**config.mk**
```make
export PLATFORM = sky130hd
export DESIGN_NAME = apb_slave_regfile
export DESIGN_NICKNAME = d
export VERILOG_FILES = /design/src/rtl/apb_pkg.sv /design/src/rtl/apb_strb_reg.sv /design/src/rtl/apb_slave_regfile.sv
export SDC_FILE = /design/constraint.sdc
export NUM_CORES = 1
export LEC_CHECK = 0
export BUFFER_PORTS_ARGS = -buffer_cell sky130_fd_sc_hd__buf_2
export CAP_MARGIN = 10
export CORE_UTILIZATION = 30
export DETAILED_ROUTE_END_ITERATION = 7
export SLEW_MARGIN = 20
export SYNTH_ARGS = -nofsm -noshare
export SYNTH_HDL_FRONTEND = slang
export SYNTH_SLANG_ARGS = --single-unit
```
**constraint.sdc**
```tcl
create_clock -name PCLK -period 19.4 [get_ports PCLK]
set_input_delay 1.94 -clock PCLK [delete_from_list [all_inputs] [get_ports PCLK]]
set_output_delay 1.94 -clock PCLK [all_outputs]
set_load 0.01 [all_outputs]
```
**src/rtl/apb_pkg.sv**
```systemverilog
// apb_pkg: shared types and constants for the APB completer register file.
package apb_pkg;
    typedef enum logic [0:0] {IDLE, ACCESS} apb_slv_state_t;
    localparam int DEFAULT_NUM_REGS = 16;
    localparam logic [31:0] ID_REG_OFFSET = 32'((DEFAULT_NUM_REGS - 1) * 4);
    localparam int ERR_ALIGN = 0;
    localparam int ERR_RANGE = 1;
    localparam int ERR_PROT  = 2;
    localparam int ERR_NSE   = 3;
    localparam int ERR_RO    = 4;
    localparam int ERR_W     = 5;
endpackage

```
**src/rtl/apb_strb_reg.sv**
```systemverilog
// apb_strb_reg: 32-bit register with byte-lane write strobes.
module apb_strb_reg
    import apb_pkg::*;
(
    input  logic        PCLK,
    input  logic        PRESET,
    input  logic        we,
    input  logic [3:0]  strb,
    input  logic [31:0] d,
    output logic [31:0] q
);
    always_ff @(posedge PCLK or posedge PRESET)
        if (PRESET)
            q <= '0;
        else if (we)
            for (int b = 0; b < 4; b++)
                if (strb[b]) q[8*b +: 8] <= d[8*b +: 8];
endmodule

```
**src/rtl/apb_slave_regfile.sv**
```systemverilog
// apb_slave_regfile: APB completer with wait states, byte strobes, error response
// and a flat export of a small register file whose top word is a read-only ID.
module apb_slave_regfile
    import apb_pkg::*;
#(
    parameter int          ADDR_WIDTH  = 32,
    parameter int          DATA_WIDTH  = 32,
    parameter int          NUM_REGS    = 16,
    parameter int          WAIT_CYCLES = 2,
    parameter int          PROT_CHECK  = 1,
    parameter logic [31:0] ID_VALUE    = 32'hA5B0_0001
) (
    input  logic                         PCLK,
    input  logic                         PRESET,
    input  logic                         PSELx,
    input  logic                         PENABLE,
    input  logic [ADDR_WIDTH-1:0]        PADDR,
    input  logic                         PWRITE,
    input  logic [DATA_WIDTH-1:0]        PWDATA,
    input  logic [DATA_WIDTH/8-1:0]      PSTRB,
    input  logic [2:0]                   PPROT,
    input  logic                         PNSE,
    output logic [DATA_WIDTH-1:0]        PRDATA,
    output logic                         PREADY,
    output logic                         PSLVERR,
    output logic [NUM_REGS*DATA_WIDTH-1:0] regs_flat
);
    localparam int IDX_W = $clog2(NUM_REGS);
    localparam int CW = WAIT_CYCLES > 0 ? $clog2(WAIT_CYCLES + 1) : 1;

    apb_slv_state_t          state;
    logic [CW-1:0]           cnt;
    logic [IDX_W-1:0]        a_idx;
    logic                    a_write;
    logic [DATA_WIDTH-1:0]   a_wdata;
    logic [DATA_WIDTH/8-1:0] a_strb;
    logic                    err;
    logic [ERR_W-1:0]        err_v;
    logic                    done;
    logic                    we;
    logic                    unused_prot;

    assign unused_prot = ^PPROT[2:1];

    always_comb begin
        err_v = '0;
        err_v[ERR_ALIGN] = PADDR[1:0] != 2'b00;
        err_v[ERR_RANGE] = (PADDR >> (IDX_W + 2)) != '0 || int'(PADDR[IDX_W+1:2]) >= NUM_REGS;
        err_v[ERR_PROT]  = PROT_CHECK != 0 && !PPROT[0];
        err_v[ERR_NSE]   = PNSE;
        err_v[ERR_RO]    = PWRITE && int'(PADDR[IDX_W+1:2]) == NUM_REGS - 1;
    end

    // Dropping PSELx during the access phase is a master abort: nothing commits.
    always_ff @(posedge PCLK or posedge PRESET)
        if (PRESET) begin
            state   <= IDLE;
            cnt     <= '0;
            a_idx   <= '0;
            a_write <= 1'b0;
            a_wdata <= '0;
            a_strb  <= '0;
            err     <= 1'b0;
        end else if (state == IDLE) begin
            if (PSELx && !PENABLE) begin
                state   <= ACCESS;
                cnt     <= CW'(WAIT_CYCLES);
                a_idx   <= PADDR[IDX_W+1:2];
                a_write <= PWRITE;
                a_wdata <= PWDATA;
                a_strb  <= PSTRB;
                err     <= |err_v;
            end
        end else if (!PSELx || cnt == '0)
            state <= IDLE;
        else
            cnt <= cnt - 1'b1;

    assign done    = state == ACCESS && cnt == '0;
    assign we      = done && PSELx && a_write && !err;
    assign PREADY  = done;
    assign PSLVERR = done && err;
    assign PRDATA  = (done && !err) ? regs_flat[{a_idx, 5'd0} +: DATA_WIDTH] : '0;

    for (genvar i = 0; i < NUM_REGS - 1; i++) begin : g_reg
        apb_strb_reg u_reg (
            .PCLK   (PCLK),
            .PRESET (PRESET),
            .we     (we && int'(a_idx) == i),
            .strb   (a_strb),
            .d      (a_wdata),
            .q      (regs_flat[32*i +: 32])
        );
    end

    assign regs_flat[32*(NUM_REGS-1) +: 32] = ID_VALUE;
endmodule

```
=== After elaboration in Yosys (flattened, before gate mapping) ===
Index checks and enable logic that the tools add are counted.

* Add/sub/neg operators: 1
* Multiply operators: 0
* Div/mod/pow operators: 0
* Order comparisons: 0
* Eq/ne operators: 16
* Shift-type cells: 1
* Multiplexer cells: 7
* Bitwise operators: 1
* Reductions and logical operators: 96

{| class="wikitable"
|+ Operator list
! kind !! number
|-
| $shiftx 512x10->32 || 1
|-
| $reduce_and 2->1 || 62
|-
| $eq 4x4->1 const B || 8
|-
| $mux 32 || 1
|-
| $reduce_bool 32->1 || 1
|-
| $logic_and 1x1->1 || 23
|-
| $eq 4x3->1 const B || 4
|-
| $eq 4x2->1 const B || 2
|-
| $mux 2 || 3
|-
| $reduce_or 5->1 || 1
|-
| $eq 4x1->1 const B || 1
|-
| $logic_not 1->1 || 4
|-
| $logic_not 4->1 || 1
|-
| $reduce_bool 2->1 || 2
|-
| $mux 1 || 3
|-
| $logic_not 2->1 || 1
|-
| $ne 2x2->1 const B || 1
|-
| $sub 2x1->2 const B || 1
|-
| $logic_or 1x1->1 || 1
|-
| $not 1->1 || 1
|}

* Register bits after elaboration: 525
* Bits in latches: 0
* Memory bits (writable): 0
* Memory bits (read-only): 0
* Output and inout port bits: 546
* Memories kept: 0

=== Depth between registers and ports, before layout ===
* Depth in word-level cells: 7
* Gate-level depth with buffers: 8
* Depth with buffers taken out: 6

=== Hierarchy ===
From an unflattened synthesis, not the netlist that was laid out.

* Cells, all modules: 1561
* Area total of the unflattened synthesis: 24090.6 µm²

{| class="wikitable"
|+ By module, submodules not included
! module !! times used !! cells each !! area an instance (µm²) !! sequential area each (µm²)
|-
| apb_strb_reg || 15 || 69 || 1189.9 || 800.8
|-
| apb_slave_regfile || 1 || 526 || 6242.2 || 1126.1
|}

=== Least setup slack after synthesis ===
No wires, ideal clock.

* Path kind: register to output
* Start: register a_idx[0]
* End: output port PRDATA[10]
* Arrival time: 1701 ps
* Data required time: 17460 ps
* Slack: 15759 ps
* Cell stages (with the launch flop): 7
* Path buffers: 3
* Path through: dfrtp_1 > buf_2 > buf_4 > buf_2 > mux4_2 > a22oi_1 > a21oi_1

* Longest elaborated chain between the ends: 2

{| class="wikitable"
|+ RTL lines
! item !! RTL line !! source
|-
| start: declaration || apb_slave_regfile.sv:33 || <nowiki>logic [IDX_W-1:0] a_idx;</nowiki>
|-
| start signal: assignment || apb_slave_regfile.sv:68 || <nowiki>a_idx <= PADDR[IDX_W+1:2];</nowiki>
|-
| $shiftx 512x10->32 || apb_slave_regfile.sv:83 || <nowiki>assign PRDATA = (done && !err) ? regs_flat[{a_idx, 5'd0} +: DATA_WIDTH] : '0;</nowiki>
|-
| $mux 32 || apb_slave_regfile.sv:83 ||
|-
| end: declaration || apb_slave_regfile.sv:23 || <nowiki>output logic [DATA_WIDTH-1:0] PRDATA,</nowiki>
|}

Every way passes these cells.

=== Worst setup path in the final report ===
* Start: register a_idx[0]
* End: output port PRDATA[3]

Same word-level chain as after synthesis.

==> flow_summary.ini <==
[power]
powerDensity_nw_per_um2 = 90.0
p_leak_nw = 15.8
ir_drop_v = 0.0000691

[floorplan]
die_w_microns = 286
initial_core_util_pct = 30.5
die_h_microns = 286
ios = 623
core_sq_um = 79500
num_rows = 103
dieArea_sq_um = 82100

[placed_design]
dp_slack_ps = 13920
hpwl_mm = 61.3
port_buffers = 588
gp_congestion = 0.827

[drt]
drtAntennaViolNets = 0
vias = 16800
drc = 0
via_per_inst = 5.15
wire_per_inst_microns = 27.9
drt_iter0_markers = 820
dr.pass1.iters = 5
drt_wl_total_mm = 91.0

[clock_tree]
hold_buffers = 0
postCtsSetupRepairBufs = 0
cts_tree = built
path_clk_slew_ps = 60
clock_path_buffers = 3
cts_resized = 0
cts-root-buf = clkbuf_16
ctsHtreeMaxLevel = 3
cts_sinks = 525
cts_inserted_buffers = 66
clk-insertion-delay-late_ps = 610

[timing]
worst_pin_slew_ps = 1010
whs_ps = 514
rsz0062_at_grt = no
finalCritPeriodShare_pct = 30.8
timing.fmax_mhz = 167
min_period_ps = 5970
hold_viol = 0
fin_tns_setup_ps = 0
skew_ps = 31.1
setup_viol = 0
layout_setup_ws_ps = 13430
slew_violations = 0
relSlewSlack_pct = 32.6

[synthesis]
synth_flop_cell = dfrtp_1
synth-seq-area-share_pct = 54.1
synth_area_per_cell_sq_um = 15.3
synth_edf_count = 0
netlist_instances = 1582
syn_area_sq_um = 24300
async_flop_share_pct = 100
synth_cell_types = 46
ys_ff_latch = 525
synth-warning-count = 0

[cells_and_area]
post-route-util_pct = 38.3
drive_above_1_share_pct = 63.5
final_nets = 2238
multi_input_area_sq_um = 10500
seqCellArea_sq_um = 13100
fillers = 7653
syn_to_final_growth_pct = 25.3

[global_routing]
grt_pass1_vias = 17900
track_usage_pct = 22.0
grt_overflow_total = 0
top_usage_layer = met2
grt_max_degree = 93
grt_first_pass_wirelength_mm = 131
met1_usage_pct = 27.6
use_met2_pct = 37.5
antenna_found_initial = 7
globalRouteMet3Util_pct = 4.89

[worst_hold_path]
hp-class = reg2reg

[setup_path]
arrival_ps = 4030
startpoint_type = flop
critPathKind = reg2out
end_kind = output pin
required_ps = 17460
cp_max_fo = 45

[status]
run_status = finished clean

[job]
maxCapViolations = 0
==> cells in the mapped netlist, drive strengths merged, types with 3 or more instances <==
library cell | count | area (sq um)
a21oi | 21 | 105
a22oi | 46 | 345
and2 | 6 | 37.5
and3 | 6 | 37.5
buf | 75 | 492
clkbuf | 55 | 206
dfrtp | 525 | 13100
inv | 9 | 33.8
mux2 | 530 | 5970
mux2i | 33 | 330
mux4 | 94 | 2120
nand2 | 39 | 176
nand2b | 3 | 18.8
nand3 | 9 | 65.1
nor2 | 58 | 559
nor3 | 4 | 65.1
nor4 | 7 | 58.8
o211ai | 5 | 37.5
o21ai | 6 | 30.0
o221ai | 13 | 114
o2bb2ai | 19 | 166
==> stage by stage <==
step                      total power, mW  std cells  instance area (sq um)
after detailed placement             1.49       3141                  28100
after global placement               1.48       3141                  28100
after floorplan                      1.38       1612                  24400
after global routing                 2.84       3256                  30400
final                                2.74       3257                  30400
after CTS                            2.78       3254                  30400
==> per-layer routing <==
metal / part of all wire [%] / vias to the layer above
met3: 6.1 / 150
met5: 0.047 / -
met4: 2.8 / 6
met1: 41 / 8971
met2: 50 / 602
li1: - / 7031
==> registers in the layout, summed over array words and instances, names as in the netlist <==
register and cells:
g.u_reg.q 480, a_wdata 32, a_idx 4, a_strb 4
cnt 2, a_write 1, err 1, state 1
==> worst paths after layout <==
path	endpoint	cells after the start	slack, ps	start
worst min-delay path	g_reg[13].u_reg.q[25]$_DFFE_PP0P_	1	510	g_reg[13].u_reg.q[25]$_DFFE_PP0P_
worst min register to register	g_reg[13].u_reg.q[25]$_DFFE_PP0P_	1	510	g_reg[13].u_reg.q[25]$_DFFE_PP0P_
max in group asynchronous	g_reg[7].u_reg.q[14]$_DFFE_PP0P_	5	14770	PRESET
min in group asynchronous	a_wdata[2]$_DFFE_PP0P_	2	1420	PRESET
worst max register to register	g_reg[0].u_reg.q[2]$_DFFE_PP0P_	6	15530	cnt[0]$_DFFE_PP0P_
worst max-delay path	PRDATA[3]	6	13430	a_idx[0]$_DFFE_PP0P_
==> power by group <==
group / internal, mW / total [mW] / switching (mW) / leakage [nW]
Sequential: 1.12 / 1.21 / 0.0896 / 7.23
Combinational: 0.0852 / 0.257 / 0.172 / 7.47
Clock: 0.770 / 1.27 / 0.505 / 1.09
==> layout by cell type (no fill, tap or decap), drive strengths merged, types with 13 or more instances in the layout <==
master   instances
nand2           39
nor2            58
a21oi           21
clkbuf          87
mux4            94
buf            610
mux2           530
a22oi           46
inv             14
mux2i           33
conb            32
o221ai          13
dfrtp          525
o2bb2ai         19
==> area by class of cell <==
type | instances | share of cell area (%)
Sequential cell | 525 | 43.2
Multi-Input combinational cell | 948 | 34.7
Timing Repair Buffer | 610 | 10.3
Clock buffer | 87 | 6.05
Tap cell | 1050 | 4.32
Clock inverter | 26 | 1.33
Inverter | 9 | 0.136
Antenna cell | 2 | 0.0165
==> critical path: stages, from the launching register on <==
cell     delay [ps]
dfrtp_4         850
buf_4           610
buf_4           750
mux4_2          620
a22oi_1         210
a21oi_1         130
buf_2           190
==> cell families after synthesis <==
| group | count (synthesis) | synth area share [%] |
|---|---|---|
| AND/OR/NAND/NOR | 144 | 4.70 |
| buffers and inverters | 139 | 3.02 |
| AO/OA/AOI/OAI | 114 | 3.41 |
| multiplexers | 657 | 34.7 |
| other | 2 | 0.0309 |
| flip-flops | 525 | 54.1 |
| adder cells (fa/ha/maj) | 1 | 0.0515 |
No activity file was read; power rests on OpenSTA's default activity.
